==> src/rtl/rv_decode_stage_if.sv <==
// rtl/rv_decode_stage_if.sv - fetch-side and issue-side handshake bundle of rv_decode_stage
interface rv_decode_stage_if #(
  parameter int XLEN = 32
);
  // fetch side
  logic            in_valid_i;
  logic            in_ready_o;
  logic [31:0]     instr_i;
  logic [XLEN-1:0] pc_i;

  // issue side
  logic            out_valid_o;
  logic            out_ready_i;
  logic [XLEN-1:0] pc_o;
  logic [4:0]      rs_addr_a_o;
  logic [4:0]      rs_addr_b_o;
  logic [4:0]      rd_addr_o;
  logic [XLEN-1:0] imm_o;
  logic            alu_src_o;
  logic [3:0]      alu_op_o;
  logic [2:0]      funct3_o;
  logic            is_branch_o;
  logic            is_jump_o;
  logic            is_load_o;
  logic            is_store_o;
  logic            rd_we_o;
  logic            illegal_o;

  // decode stage view
  modport slave (
    input  in_valid_i, instr_i, pc_i, out_ready_i,
    output in_ready_o, out_valid_o, pc_o, rs_addr_a_o, rs_addr_b_o, rd_addr_o,
           imm_o, alu_src_o, alu_op_o, funct3_o, is_branch_o, is_jump_o,
           is_load_o, is_store_o, rd_we_o, illegal_o
  );

  // fetch/issue environment view
  modport master (
    output in_valid_i, instr_i, pc_i, out_ready_i,
    input  in_ready_o, out_valid_o, pc_o, rs_addr_a_o, rs_addr_b_o, rd_addr_o,
           imm_o, alu_src_o, alu_op_o, funct3_o, is_branch_o, is_jump_o,
           is_load_o, is_store_o, rd_we_o, illegal_o
  );
endinterface

==> src/rtl/rv_decode_stage.sv <==
// rtl/rv_decode_stage.sv - registered RV32I decode with two-entry skid buffer; RV_DECODE_ILLEGAL_EN enables legality checking
module rv_decode_stage #(
  parameter int XLEN = 32
) (
  input  logic             clk_i,
  input  logic             rst_i,
  input  logic             flush_i,
  rv_decode_stage_if.slave bus
);

  localparam logic [6:0] OPC_LUI    = 7'b0110111;
  localparam logic [6:0] OPC_AUIPC  = 7'b0010111;
  localparam logic [6:0] OPC_JAL    = 7'b1101111;
  localparam logic [6:0] OPC_JALR   = 7'b1100111;
  localparam logic [6:0] OPC_BRANCH = 7'b1100011;
  localparam logic [6:0] OPC_LOAD   = 7'b0000011;
  localparam logic [6:0] OPC_STORE  = 7'b0100011;
  localparam logic [6:0] OPC_OP_IMM = 7'b0010011;
  localparam logic [6:0] OPC_OP     = 7'b0110011;

  localparam logic [3:0] ALU_ADD   = 4'd0;
  localparam logic [3:0] ALU_SUB   = 4'd1;
  localparam logic [3:0] ALU_SLL   = 4'd2;
  localparam logic [3:0] ALU_SLT   = 4'd3;
  localparam logic [3:0] ALU_SLTU  = 4'd4;
  localparam logic [3:0] ALU_XOR   = 4'd5;
  localparam logic [3:0] ALU_SRL   = 4'd6;
  localparam logic [3:0] ALU_SRA   = 4'd7;
  localparam logic [3:0] ALU_OR    = 4'd8;
  localparam logic [3:0] ALU_AND   = 4'd9;
  localparam logic [3:0] ALU_PASSB = 4'd10;

  // One decoded instruction as it sits in either buffer entry.
  typedef struct packed {
    logic [XLEN-1:0] pc;
    logic [4:0]      rs_a;
    logic [4:0]      rs_b;
    logic [4:0]      rd;
    logic [XLEN-1:0] imm;
    logic            alu_src;
    logic [3:0]      alu_op;
    logic [2:0]      funct3;
    logic            is_branch;
    logic            is_jump;
    logic            is_load;
    logic            is_store;
    logic            rd_we;
    logic            illegal;
  } dec_t;

  // Immediates are assembled at 32 bits and then sign-extended to XLEN.
  function automatic logic [XLEN-1:0] sext32(input logic [31:0] v);
    return XLEN'($signed(v));
  endfunction

  // instr[30] picks SUB only for register-register ops, SRA for both shift forms.
  function automatic logic [3:0] alu_from_funct(input logic [2:0] f3, input logic alt,
                                                input logic is_reg);
    logic [3:0] op;
    case (f3)
      3'b000:  op = (alt && is_reg) ? ALU_SUB : ALU_ADD;
      3'b001:  op = ALU_SLL;
      3'b010:  op = ALU_SLT;
      3'b011:  op = ALU_SLTU;
      3'b100:  op = ALU_XOR;
      3'b101:  op = alt ? ALU_SRA : ALU_SRL;
      3'b110:  op = ALU_OR;
      default: op = ALU_AND;
    endcase
    return op;
  endfunction

  logic [31:0]     instr;
  logic [6:0]      opcode;
  logic [2:0]      funct3;
  logic [XLEN-1:0] imm_i;
  logic [XLEN-1:0] imm_s;
  logic [XLEN-1:0] imm_b;
  logic [XLEN-1:0] imm_u;
  logic [XLEN-1:0] imm_j;
  logic            illegal_w;
  dec_t            dec;

  assign instr  = bus.instr_i;
  assign opcode = instr[6:0];
  assign funct3 = instr[14:12];

  assign imm_i = sext32({{20{instr[31]}}, instr[31:20]});
  assign imm_s = sext32({{20{instr[31]}}, instr[31:25], instr[11:7]});
  assign imm_b = sext32({{19{instr[31]}}, instr[31], instr[7], instr[30:25], instr[11:8], 1'b0});
  assign imm_u = sext32({instr[31:12], 12'b0});
  assign imm_j = sext32({{11{instr[31]}}, instr[31], instr[19:12], instr[20], instr[30:21], 1'b0});

`ifdef RV_DECODE_ILLEGAL_EN
  logic [6:0] funct7;
  assign funct7 = instr[31:25];

  // Legality of the RV32I base encodings; any opcode outside the nine classes is illegal.
  always_comb begin
    illegal_w = 1'b0;
    case (opcode)
      OPC_LUI, OPC_AUIPC, OPC_JAL: illegal_w = 1'b0;
      OPC_JALR:   illegal_w = (funct3 != 3'b000);
      OPC_BRANCH: illegal_w = (funct3 == 3'b010) || (funct3 == 3'b011);
      OPC_LOAD:   illegal_w = (funct3 == 3'b011) || (funct3 == 3'b110) || (funct3 == 3'b111);
      OPC_STORE:  illegal_w = (funct3 > 3'b010);
      OPC_OP_IMM: begin
        if (funct3 == 3'b001) begin
          illegal_w = (funct7 != 7'b0000000);
        end else if (funct3 == 3'b101) begin
          illegal_w = (funct7 != 7'b0000000) && (funct7 != 7'b0100000);
        end
      end
      OPC_OP: illegal_w = !((funct7 == 7'b0000000) ||
                            ((funct7 == 7'b0100000) && ((funct3 == 3'b000) || (funct3 == 3'b101))));
      default: illegal_w = 1'b1;
    endcase
  end
`else
  assign illegal_w = 1'b0;
`endif

  // Combinational decode of the incoming word into a buffer entry.
  always_comb begin
    dec        = '0;
    dec.pc     = bus.pc_i;
    dec.rs_a   = instr[19:15];
    dec.rs_b   = instr[24:20];
    dec.rd     = instr[11:7];
    dec.funct3 = funct3;
    case (opcode)
      OPC_LUI: begin
        dec.imm = imm_u; dec.alu_op = ALU_PASSB; dec.alu_src = 1'b1; dec.rd_we = 1'b1;
      end
      OPC_AUIPC: begin
        dec.imm = imm_u; dec.alu_op = ALU_ADD; dec.alu_src = 1'b1; dec.rd_we = 1'b1;
      end
      OPC_JAL: begin
        dec.imm = imm_j; dec.alu_op = ALU_ADD; dec.alu_src = 1'b1;
        dec.is_jump = 1'b1; dec.rd_we = 1'b1;
      end
      OPC_JALR: begin
        dec.imm = imm_i; dec.alu_op = ALU_ADD; dec.alu_src = 1'b1;
        dec.is_jump = 1'b1; dec.rd_we = 1'b1;
      end
      OPC_BRANCH: begin
        dec.imm = imm_b; dec.alu_op = ALU_SUB; dec.is_branch = 1'b1;
      end
      OPC_LOAD: begin
        dec.imm = imm_i; dec.alu_op = ALU_ADD; dec.alu_src = 1'b1;
        dec.is_load = 1'b1; dec.rd_we = 1'b1;
      end
      OPC_STORE: begin
        dec.imm = imm_s; dec.alu_op = ALU_ADD; dec.alu_src = 1'b1; dec.is_store = 1'b1;
      end
      OPC_OP_IMM: begin
        dec.imm = imm_i; dec.alu_op = alu_from_funct(funct3, instr[30], 1'b0);
        dec.alu_src = 1'b1; dec.rd_we = 1'b1;
      end
      OPC_OP: begin
        dec.alu_op = alu_from_funct(funct3, instr[30], 1'b1); dec.rd_we = 1'b1;
      end
      default: dec.rd_we = 1'b0;
    endcase
    dec.illegal = illegal_w;
    if (illegal_w) begin
      dec.rd_we     = 1'b0;
      dec.is_branch = 1'b0;
      dec.is_jump   = 1'b0;
      dec.is_load   = 1'b0;
      dec.is_store  = 1'b0;
    end
    if (dec.rd == 5'd0) begin
      dec.rd_we = 1'b0;
    end
  end

  dec_t out_q, out_d;
  dec_t skid_q, skid_d;
  logic out_valid_q, out_valid_d;
  logic skid_valid_q, skid_valid_d;
  logic in_ready_q;
  logic accept;
  logic out_free;

  assign accept   = bus.in_valid_i && in_ready_q;
  assign out_free = !out_valid_q || bus.out_ready_i;

  // Buffer steering: OUT refills from SKID first, fetch data fills whichever slot is free.
  always_comb begin
    out_d        = out_q;
    out_valid_d  = out_valid_q;
    skid_d       = skid_q;
    skid_valid_d = skid_valid_q;
    if (flush_i) begin
      out_valid_d  = 1'b0;
      skid_valid_d = 1'b0;
    end else if (out_free) begin
      if (skid_valid_q) begin
        out_d        = skid_q;
        out_valid_d  = 1'b1;
        skid_valid_d = accept;
        if (accept) begin
          skid_d = dec;
        end
      end else begin
        out_valid_d = accept;
        if (accept) begin
          out_d = dec;
        end
      end
    end else if (accept) begin
      skid_d       = dec;
      skid_valid_d = 1'b1;
    end
  end

  // Buffer state; in_ready is registered from the next SKID occupancy so fetch never sees out_ready_i.
  always_ff @(posedge clk_i) begin
    if (rst_i) begin
      out_q        <= '0;
      out_valid_q  <= 1'b0;
      skid_q       <= '0;
      skid_valid_q <= 1'b0;
      in_ready_q   <= 1'b1;
    end else begin
      out_q        <= out_d;
      out_valid_q  <= out_valid_d;
      skid_q       <= skid_d;
      skid_valid_q <= skid_valid_d;
      in_ready_q   <= !skid_valid_d;
    end
  end

  assign bus.in_ready_o  = in_ready_q;
  assign bus.out_valid_o = out_valid_q;
  assign bus.pc_o        = out_q.pc;
  assign bus.rs_addr_a_o = out_q.rs_a;
  assign bus.rs_addr_b_o = out_q.rs_b;
  assign bus.rd_addr_o   = out_q.rd;
  assign bus.imm_o       = out_q.imm;
  assign bus.alu_src_o   = out_q.alu_src;
  assign bus.alu_op_o    = out_q.alu_op;
  assign bus.funct3_o    = out_q.funct3;
  assign bus.is_branch_o = out_q.is_branch;
  assign bus.is_jump_o   = out_q.is_jump;
  assign bus.is_load_o   = out_q.is_load;
  assign bus.is_store_o  = out_q.is_store;
  assign bus.rd_we_o     = out_q.rd_we;
  assign bus.illegal_o   = out_q.illegal;

endmodule
==> src/flat_wrapper.sv <==
// flat-port wrapper written by rule: the top's interface ports become plain ports
module rv_decode_stage_flat 
#(
  parameter int XLEN = 32
)
  (clk_i, rst_i, flush_i, bus_in_valid_i, bus_instr_i, bus_pc_i, bus_out_ready_i, bus_in_ready_o, bus_out_valid_o, bus_pc_o, bus_rs_addr_a_o, bus_rs_addr_b_o, bus_rd_addr_o, bus_imm_o, bus_alu_src_o, bus_alu_op_o, bus_funct3_o, bus_is_branch_o, bus_is_jump_o, bus_is_load_o, bus_is_store_o, bus_rd_we_o, bus_illegal_o);
  rv_decode_stage_if #(.XLEN(XLEN)) bus_i ();
  input  logic clk_i;
  input  logic rst_i;
  input  logic flush_i;
  input wire logic [$bits(bus_i.in_valid_i)-1:0] bus_in_valid_i;
  input wire logic [$bits(bus_i.instr_i)-1:0] bus_instr_i;
  input wire logic [$bits(bus_i.pc_i)-1:0] bus_pc_i;
  input wire logic [$bits(bus_i.out_ready_i)-1:0] bus_out_ready_i;
  output wire logic [$bits(bus_i.in_ready_o)-1:0] bus_in_ready_o;
  output wire logic [$bits(bus_i.out_valid_o)-1:0] bus_out_valid_o;
  output wire logic [$bits(bus_i.pc_o)-1:0] bus_pc_o;
  output wire logic [$bits(bus_i.rs_addr_a_o)-1:0] bus_rs_addr_a_o;
  output wire logic [$bits(bus_i.rs_addr_b_o)-1:0] bus_rs_addr_b_o;
  output wire logic [$bits(bus_i.rd_addr_o)-1:0] bus_rd_addr_o;
  output wire logic [$bits(bus_i.imm_o)-1:0] bus_imm_o;
  output wire logic [$bits(bus_i.alu_src_o)-1:0] bus_alu_src_o;
  output wire logic [$bits(bus_i.alu_op_o)-1:0] bus_alu_op_o;
  output wire logic [$bits(bus_i.funct3_o)-1:0] bus_funct3_o;
  output wire logic [$bits(bus_i.is_branch_o)-1:0] bus_is_branch_o;
  output wire logic [$bits(bus_i.is_jump_o)-1:0] bus_is_jump_o;
  output wire logic [$bits(bus_i.is_load_o)-1:0] bus_is_load_o;
  output wire logic [$bits(bus_i.is_store_o)-1:0] bus_is_store_o;
  output wire logic [$bits(bus_i.rd_we_o)-1:0] bus_rd_we_o;
  output wire logic [$bits(bus_i.illegal_o)-1:0] bus_illegal_o;
  assign bus_i.in_valid_i = bus_in_valid_i;
  assign bus_i.instr_i = bus_instr_i;
  assign bus_i.pc_i = bus_pc_i;
  assign bus_i.out_ready_i = bus_out_ready_i;
  assign bus_in_ready_o = bus_i.in_ready_o;
  assign bus_out_valid_o = bus_i.out_valid_o;
  assign bus_pc_o = bus_i.pc_o;
  assign bus_rs_addr_a_o = bus_i.rs_addr_a_o;
  assign bus_rs_addr_b_o = bus_i.rs_addr_b_o;
  assign bus_rd_addr_o = bus_i.rd_addr_o;
  assign bus_imm_o = bus_i.imm_o;
  assign bus_alu_src_o = bus_i.alu_src_o;
  assign bus_alu_op_o = bus_i.alu_op_o;
  assign bus_funct3_o = bus_i.funct3_o;
  assign bus_is_branch_o = bus_i.is_branch_o;
  assign bus_is_jump_o = bus_i.is_jump_o;
  assign bus_is_load_o = bus_i.is_load_o;
  assign bus_is_store_o = bus_i.is_store_o;
  assign bus_rd_we_o = bus_i.rd_we_o;
  assign bus_illegal_o = bus_i.illegal_o;
  rv_decode_stage #(.XLEN(XLEN)) u_core (.clk_i(clk_i), .rst_i(rst_i), .flush_i(flush_i), .bus(bus_i));
endmodule
==> config.mk <==
export PLATFORM = sky130hd
export DESIGN_NAME = rv_decode_stage_flat
export DESIGN_NICKNAME = d
export VERILOG_FILES = /design/src/rtl/rv_decode_stage_if.sv /design/src/rtl/rv_decode_stage.sv /design/src/flat_wrapper.sv
export SDC_FILE = /design/constraint.sdc
export NUM_CORES = 1
export LEC_CHECK = 0
export CORE_UTILIZATION = 55
export CTS_CLUSTER_SIZE = 30
export DETAILED_ROUTE_END_ITERATION = 16
export PLACE_DENSITY = 0.88
export SKIP_CTS_REPAIR_TIMING = 1
export SKIP_LAST_GASP = 1
export SLEW_MARGIN = 20
export SYNTH_ARGS = -nofsm -noshare
export SYNTH_HDL_FRONTEND = slang
export SYNTH_SLANG_ARGS = --single-unit
==> constraint.sdc <==
create_clock -name clk_i -period 4.65 [get_ports clk_i]
set_input_delay 0.6975 -clock clk_i [delete_from_list [all_inputs] [get_ports clk_i]]
set_output_delay 0.6975 -clock clk_i [all_outputs]
set_load 0.1 [all_outputs]
==> results.sh, run 1 <==
export IMPL_drtIter0Drc=718
export IMPL_p_leak_nw=3.25
export IMPL_start_util_pct=56.5
export IMPL_clock_latency_ns=0.43
export IMPL_gp_congestion=0.900
export IMPL_ys_types=55
export IMPL_layout_setup_ws_ns=1.81
export IMPL_dr_total_vias=7046
export IMPL_htreeDepth=4
export IMPL_cp_top_family="simple AND/OR/NAND/NOR gates"
export IMPL_dr_pass1_iters=5
export IMPL_cp_buffers_inverters=1
export IMPL_cts_tree="built"
export IMPL_ys_top_cells_by_area="dfxtp_1, a211oi_1, nand2_1"
export IMPL_cts_sinks=187
export IMPL_drc=0
export IMPL_ys_ff_latch=187
export IMPL_clkTransAtPathRegs_ns=0.07
export IMPL_dieArea_um2=14800
export IMPL_hold_end="u_core.skid_q[8]$_SDFFE_PP0P_"
export IMPL_wirelength_um=20500
export IMPL_cp_cell_sequence="clkdlybuf4s50_1 -> nor2b_1 -> nand4_4 -> o21bai_2 -> nand2_1 -> a2111oi_2"
export IMPL_avgRoutedWirePerCell_um=16.9
export IMPL_postRouteAntennaNets=0
export IMPL_hold_path_class="flip-flop to flip-flop"
export IMPL_syn_nets=983
export IMPL_whs_path_depth=2
export IMPL_dp_hpwl_um=13200
export IMPL_core_area_um2=13900
export IMPL_endpoint_kind="flip-flop"
export IMPL_slowest_stage="clkdlybuf4s50_1"
export IMPL_reg2reg_slack_ns=2.30
export IMPL_grt_overflow=0
export IMPL_r2r_start="u_core.skid_valid_q$_SDFF_PP0_"
export IMPL_seq_area_um2=3750
export IMPL_setup_viol=0
export IMPL_postSynthCellCount=914
export IMPL_grt_use_total_pct=28.2
export IMPL_vdd_drop_max_mv=0.286
export IMPL_arrival_ns=3.17
export IMPL_ff2ff_path_depth=5
export IMPL_fin_skew_ns=0.00898
export IMPL_nNetsFinal=1090
export IMPL_die_h_um=122
export IMPL_synthesis_area_um2=7870
export IMPL_fillerInstances=1055
export IMPL_avgSynthCellArea_um2=8.61
export IMPL_crit_type="input pin to flip-flop"
export IMPL_cts_buffers=17
export IMPL_seq_area_frac_synth_pct=47.6
export IMPL_synth_most_common_cell="dfxtp_1"
export IMPL_slew_violations=0
export IMPL_multi_input_area_um2=3760
export IMPL_cp_max_fo=10
export IMPL_hold_viol_final=0
export IMPL_finalCriticalPeriod_ns=2.84
export IMPL_setup_tns_ns=0
export IMPL_drive_gt1_share_pct=7.06
export IMPL_areaGrowthSynthToFinish_pct=28.5
export IMPL_cts_buffer_depth=2
export IMPL_grt_pass1_wl_um=32700
export IMPL_grt_max_degree=94
export IMPL_cap_violations=0
export IMPL_startpoint_type="input pin"
export IMPL_status="finished clean"
export IMPL_grt_antenna_before_repair=0
export IMPL_dp_slack_ns=1.42
export IMPL_async_flop_share_pct=0
export IMPL_yosysTopAreaCellShare_pct=47.6
export IMPL_synth_common_cells="dfxtp_1, nand2_1, nor2_1"
export IMPL_rows=43
export IMPL_portBuffers=162
export IMPL_synth_top_cell_by_area="dfxtp_1"
export IMPL_worstMarginPinSlew_ns=1.06
export IMPL_slew_headroom_pct=29.1
export IMPL_yosys_warnings=0
export IMPL_rsz0062_at_grt="false"
export IMPL_grt_pass1_vias=6460
export IMPL_hold_start="u_core.skid_q[8]$_SDFFE_PP0P_"
export IMPL_min_period_over_period_pct=61.1
export IMPL_required_ns=4.98
export IMPL_slowest_delay_ns=0.65
export IMPL_utilization_pct=72.6
export IMPL_ys_flop_type="dfxtp_1"
export IMPL_pwr_density_cell_nw_per_um2=396
export IMPL_die_x_um=122
export IMPL_n_antenna_cell=0
export IMPL_fmax_mhz=352
export IMPL_ctsRootBufferMaster="clkbuf_16"
export IMPL_via_per_inst=5.80
export IMPL_r2r_end="u_core.bus.pc_o[8]$_SDFFE_PP0P_"
export IMPL_io_pin_count=164
export IMPL_synth_edff_count=0
-- logic make-up (layout without fill, tap and decap cells) --
| family | after synthesis | in the layout | share of synthesized area (%) |
|---|---|---|---|
| flops | 187 | 187 | 47.6 |
| fa+ha+maj | 1 | 1 | 0.127 |
| buf+inv | 90 | 210 | 4.87 |
| compound gates | 224 | 224 | 20.5 |
| mux | 52 | 52 | 6.62 |
| other cells | 1 | 1 | 0.0477 |
| simple gates | 359 | 359 | 20.2 |
-- state kept, by name (all words and copies together), names as in the netlist, 3 cells and up --
signal and count:
u_core.bus.funct3_o 3, u_core.skid_q 92, u_core.bus.rs_addr_b_o 5, u_core.bus.rs_addr_a_o 5, u_core.bus.alu_op_o 4, u_core.bus.pc_o 32, u_core.bus.rd_addr_o 5, u_core.bus.imm_o 32
-- metrics by stage --
| stage | hold WS [ns] | instances | area (µm²) | total power (W) |
|---|---|---|---|---|
| 2_1_floorplan | 0.432 | 914 | 7870 | 0.00227 |
| 3_3_place_gp | 0.441 | 1182 | 9470 | 0.00247 |
| 3_5_place_dp | 0.446 | 1182 | 9470 | 0.00248 |
| 4_1_cts | 0.455 | 1214 | 10100 | 0.00402 |
| 5_1_grt | 0.468 | 1214 | 10100 | 0.00412 |
| 6_report | 0.453 | 1214 | 10100 | 0.00401 |
-- where the power goes --
part | total (W) | internal [W] | switching [W] | leakage, nW
clock | 0.00156 | 0.000932 | 0.000630 | 0.294
sequential | 0.00169 | 0.00166 | 0.0000335 | 1.52
combinational | 0.000754 | 0.000201 | 0.000553 | 1.44
-- worst max path at each step --
stage	slack (ns)	startpoint	cells after the start	to
2_1_floorplan	2.32	u_core.bus.in_ready_o$_SDFF_PP1_	6	u_core.bus.imm_o[28]$_SDFFE_PP0P_
3_3_place_gp	1.59	bus_instr_i[5]	6	u_core.bus.imm_o[8]$_SDFFE_PP0P_
3_5_place_dp	1.42	bus_instr_i[5]	6	u_core.bus.imm_o[20]$_SDFFE_PP0P_
4_1_cts	1.87	bus_instr_i[5]	6	u_core.bus.imm_o[13]$_SDFFE_PP0P_
5_1_grt	1.62	bus_instr_i[5]	6	u_core.bus.imm_o[10]$_SDFFE_PP0P_
6_report	1.81	bus_instr_i[5]	6	u_core.bus.imm_o[14]$_SDFFE_PP0P_
-- area by class of cell --
| cell class | instances | area share, % |
|---|---|---|
| clock inverters | 13 | 1.89 |
| repair buffers | 171 | 16.8 |
| multi-input cells | 637 | 37.2 |
| flip-flops and latches | 187 | 37.1 |
| inverters | 7 | 0.260 |
| clock buffers | 19 | 4.48 |
| well taps | 180 | 2.23 |
-- cells in the final DEF (no fill, tap or decap), types with 9 or more instances in the layout --
cell type | synthesis | routed
mux2i_1 | 52 | 52
nor2_1 | 127 | 127
nand2_1 | 152 | 152
a211oi_1 | 79 | 79
nor3_1 | 19 | 18
nor3b_1 | 21 | 21
a221oi_1 | 9 | 9
a2111oi_2 | 18 | 18
nand3_1 | 12 | 12
dfxtp_1 | 187 | 186
a21oi_1 | 76 | 76
clkbuf_16 | 0 | 17
clkdlybuf4s50_1 | 0 | 161
-- worst reg2reg max path: stages (launching register included) --
cell	delay [ns]
dfxtp_4	0.70
a21oi_1	0.17
nor3_4	0.20
buf_4	0.65
nor2_1	0.21
a211oi_1	0.31
-- metal layers --
metal,part of all wire [%],vias up,global-route usage [%]
li1,-,3439,-
met3,5.9,35,5.38
met5,0,-,0
met2,49,224,45.3
met4,2.3,0,12.4
met1,43,3348,37.0
Power figures use the tool's default switching activity.
==> inputs of run 2 (changes only) <==
--- a/config.mk
+++ b/config.mk
@@ -5,10 +5,10 @@
 export SDC_FILE = /design/constraint.sdc
 export NUM_CORES = 1
 export LEC_CHECK = 0
-export CORE_UTILIZATION = 55
+export CORE_UTILIZATION = 51
 export CTS_CLUSTER_SIZE = 30
 export DETAILED_ROUTE_END_ITERATION = 16
-export PLACE_DENSITY = 0.88
+export PLACE_DENSITY = 0.83
 export SKIP_CTS_REPAIR_TIMING = 1
 export SKIP_LAST_GASP = 1
 export SLEW_MARGIN = 20
==> constraint.sdc (replaced) <==
create_clock -name clk_i -period 3 [get_ports clk_i]
set_input_delay 0.45 -clock clk_i [delete_from_list [all_inputs] [get_ports clk_i]]
set_output_delay 0.45 -clock clk_i [all_outputs]
set_load 0.1 [all_outputs]
==> run 2 against run 1 <==
  * Total power rose by 59%
  * Wire length fell by 0.29%
  * Register-to-register slack got worse by 1.2 ns
  * Flip-flop and latch count did not move
  * Worst hold slack barely moved
  * Count of clock-buffer cells in the layout rose by 1
  * Final cell count rose by 1.2%
  * Via count fell by 0.17%
  * Setup slack got worse by 0.99 ns
  * Core utilization fell by 6.3 points
==> results.sh, run 2 (synthesized netlist as in run 1, its figures left out) <==
export IMPL_drtIter0Drc=739
export IMPL_grt_overflow=0
export IMPL_postLayoutCellArea_um2=10000
export IMPL_cap_violations=0
export IMPL_die_h_um=126
export IMPL_switchingPower_w=0.00185
export IMPL_critical_path_startpoint="bus_instr_i[2]"
export IMPL_power_share_combinational_pct=18.1
export IMPL_hold_viol_final=0
export IMPL_portBuffers=162
export IMPL_final_cell_mix="dfxtp_1, nand2_1, nor2_1, buf_4, a211oi_1"
export IMPL_post_dp_cell_area_um2=9350
export IMPL_cp_buffers_inverters=1
export IMPL_areaGrowthSynthToFinish_pct=27.5
export IMPL_avgRoutedWirePerCell_um=16.7
export IMPL_slew_violations=0
export IMPL_n_antenna_cell=0
export IMPL_startpoint_type="input pin"
export IMPL_wirelength_um=20500
export IMPL_utilization_pct=66.2
export IMPL_postRouteAntennaNets=0
export IMPL_dp_hpwl_um=13200
export IMPL_p_leak_nw=3.52
export IMPL_setup_tns_ns=0
export IMPL_largest_reg_flops=92
export IMPL_vdd_drop_max_mv=0.441
export IMPL_dr_pass1_iters=5
export IMPL_cts_buffers=17
export IMPL_cts_sinks=187
export IMPL_pwr_share_clk_pct=40.7
export IMPL_critPathCapture="u_core.bus.imm_o[19]$_SDFFE_PP0P_"
export IMPL_seqPwrFrac_pct=41.2
export IMPL_hold_start="u_core.skid_q[84]$_SDFFE_PP0P_"
export IMPL_hold_path_class="flip-flop to flip-flop"
export IMPL_cts_buffer_depth=2
export IMPL_rsz0062_at_grt="false"
export IMPL_regMostFlops="u_core.skid_q"
export IMPL_fmax_mhz=459
export IMPL_crit_type="input pin to flip-flop"
export IMPL_holdWs_ns=0.453
export IMPL_grt_use_total_pct=26.2
export IMPL_p_int_w=0.00452
export IMPL_via_per_inst=5.72
export IMPL_slowest_delay_ns=0.55
export IMPL_drc=0
export IMPL_gp_congestion=0.909
export IMPL_dieArea_um2=15900
export IMPL_ctsRootBufferMaster="clkbuf_16"
export IMPL_worstMarginPinSlew_ns=0.811
export IMPL_core_area_um2=15100
export IMPL_endpoint_kind="flip-flop"
export IMPL_cp_top_family="simple AND/OR/NAND/NOR gates"
export IMPL_layout_commonest_cell="dfxtp_1"
export IMPL_cts_tree="built"
export IMPL_reg2reg_slack_ns=1.11
export IMPL_ff2ff_path_depth=5
export IMPL_slew_headroom_pct=45.9
export IMPL_switching_share_pct=29.1
export IMPL_arrival_ns=2.50
export IMPL_grt_pass1_vias=6274
export IMPL_start_util_pct=51.9
export IMPL_required_ns=3.32
export IMPL_htreeDepth=4
export IMPL_dr_total_vias=7034
export IMPL_cp_max_fo=8
export IMPL_die_x_um=126
export IMPL_cp_cell_sequence="clkdlybuf4s50_1 -> and4bb_2 -> nand3_1 -> o21ai_1 -> nor2_2 -> a2111oi_2"
export IMPL_drive_gt1_share_pct=16.7
export IMPL_crit_cells=6
export IMPL_grt_pass1_wl_um=32800
export IMPL_setup_viol=0
export IMPL_clock_latency_ns=0.44
export IMPL_grt_max_degree=96
export IMPL_clkTransAtPathRegs_ns=0.07
export IMPL_rows=45
export IMPL_slowest_stage="clkdlybuf4s50_1"
export IMPL_min_period_over_period_pct=72.7
export IMPL_nNetsFinal=1099
export IMPL_fin_skew_ns=0.00640
export IMPL_io_pin_count=164
export IMPL_pwr_density_cell_nw_per_um2=635
export IMPL_status="finished clean"
export IMPL_r2r_start="u_core.bus.out_valid_o$_SDFFE_PP0N_"
export IMPL_finalCriticalPeriod_ns=2.18
export IMPL_r2r_end="u_core.bus.imm_o[3]$_SDFFE_PP0P_"
export IMPL_grt_antenna_before_repair=0
run 2: tightest hold or removal path, cell delays in order, from the launching register on:
cell	delay, ns
dfxtp_1	0.31
nand2_1	0.05
a21oi_1	0.05
run 2: worst min-delay path by stage:
stage               depth (start not counted)                             end  slack, ns
global route                                2  u_core.skid_q[19]$_SDFFE_PP0P_       0.47
CTS                                         2  u_core.skid_q[45]$_SDFFE_PP0P_       0.45
floorplan                                   2  u_core.skid_q[19]$_SDFFE_PP0P_       0.43
global placement                            2  u_core.skid_q[68]$_SDFFE_PP0P_       0.44
detailed placement                          2  u_core.skid_q[45]$_SDFFE_PP0P_       0.44
finish                                      2  u_core.skid_q[84]$_SDFFE_PP0P_       0.45
run 2: stage by stage:
stage / std cells / setup slack [ns] / total power, W
detailed placement: 1199 / 0.448 / 0.00383
global route: 1229 / 0.676 / 0.00657
finish: 1229 / 0.819 / 0.00637
floorplan: 914 / 0.665 / 0.00351
CTS: 1229 / 0.877 / 0.00639
global placement: 1199 / 0.501 / 0.00382
run 2: cell type report:
type / count / area, µm²
fill: 1241 / 5110
clock inverter: 10 / 210
tap: 188 / 235
inverter: 7 / 26.3
sequential: 187 / 3750
clock buffer: 20 / 478
multi-input combinational: 637 / 3760
timing repair buffer: 180 / 1570
run 2: per-layer routing:
layer,up-vias,global-route usage (%),wire (µm)
met5,-,0,0
met4,0,11.3,545
met3,39,5.69,1140
met2,237,40.6,9630
met1,3302,35.2,9160
li1,3456,-,-
run 2: power by group through the flow:
| stage | registers, W | clock network (W) | logic [W] |
|---|---|---|---|
| after floorplan | 0.00323 | 0 | 0.000287 |
| after global placement | 0.00268 | 0 | 0.00114 |
| after detailed placement | 0.00268 | 0 | 0.00115 |
| after CTS | 0.00262 | 0.00262 | 0.00115 |
| after global routing | 0.00263 | 0.00273 | 0.00120 |
| final | 0.00262 | 0.00259 | 0.00115 |
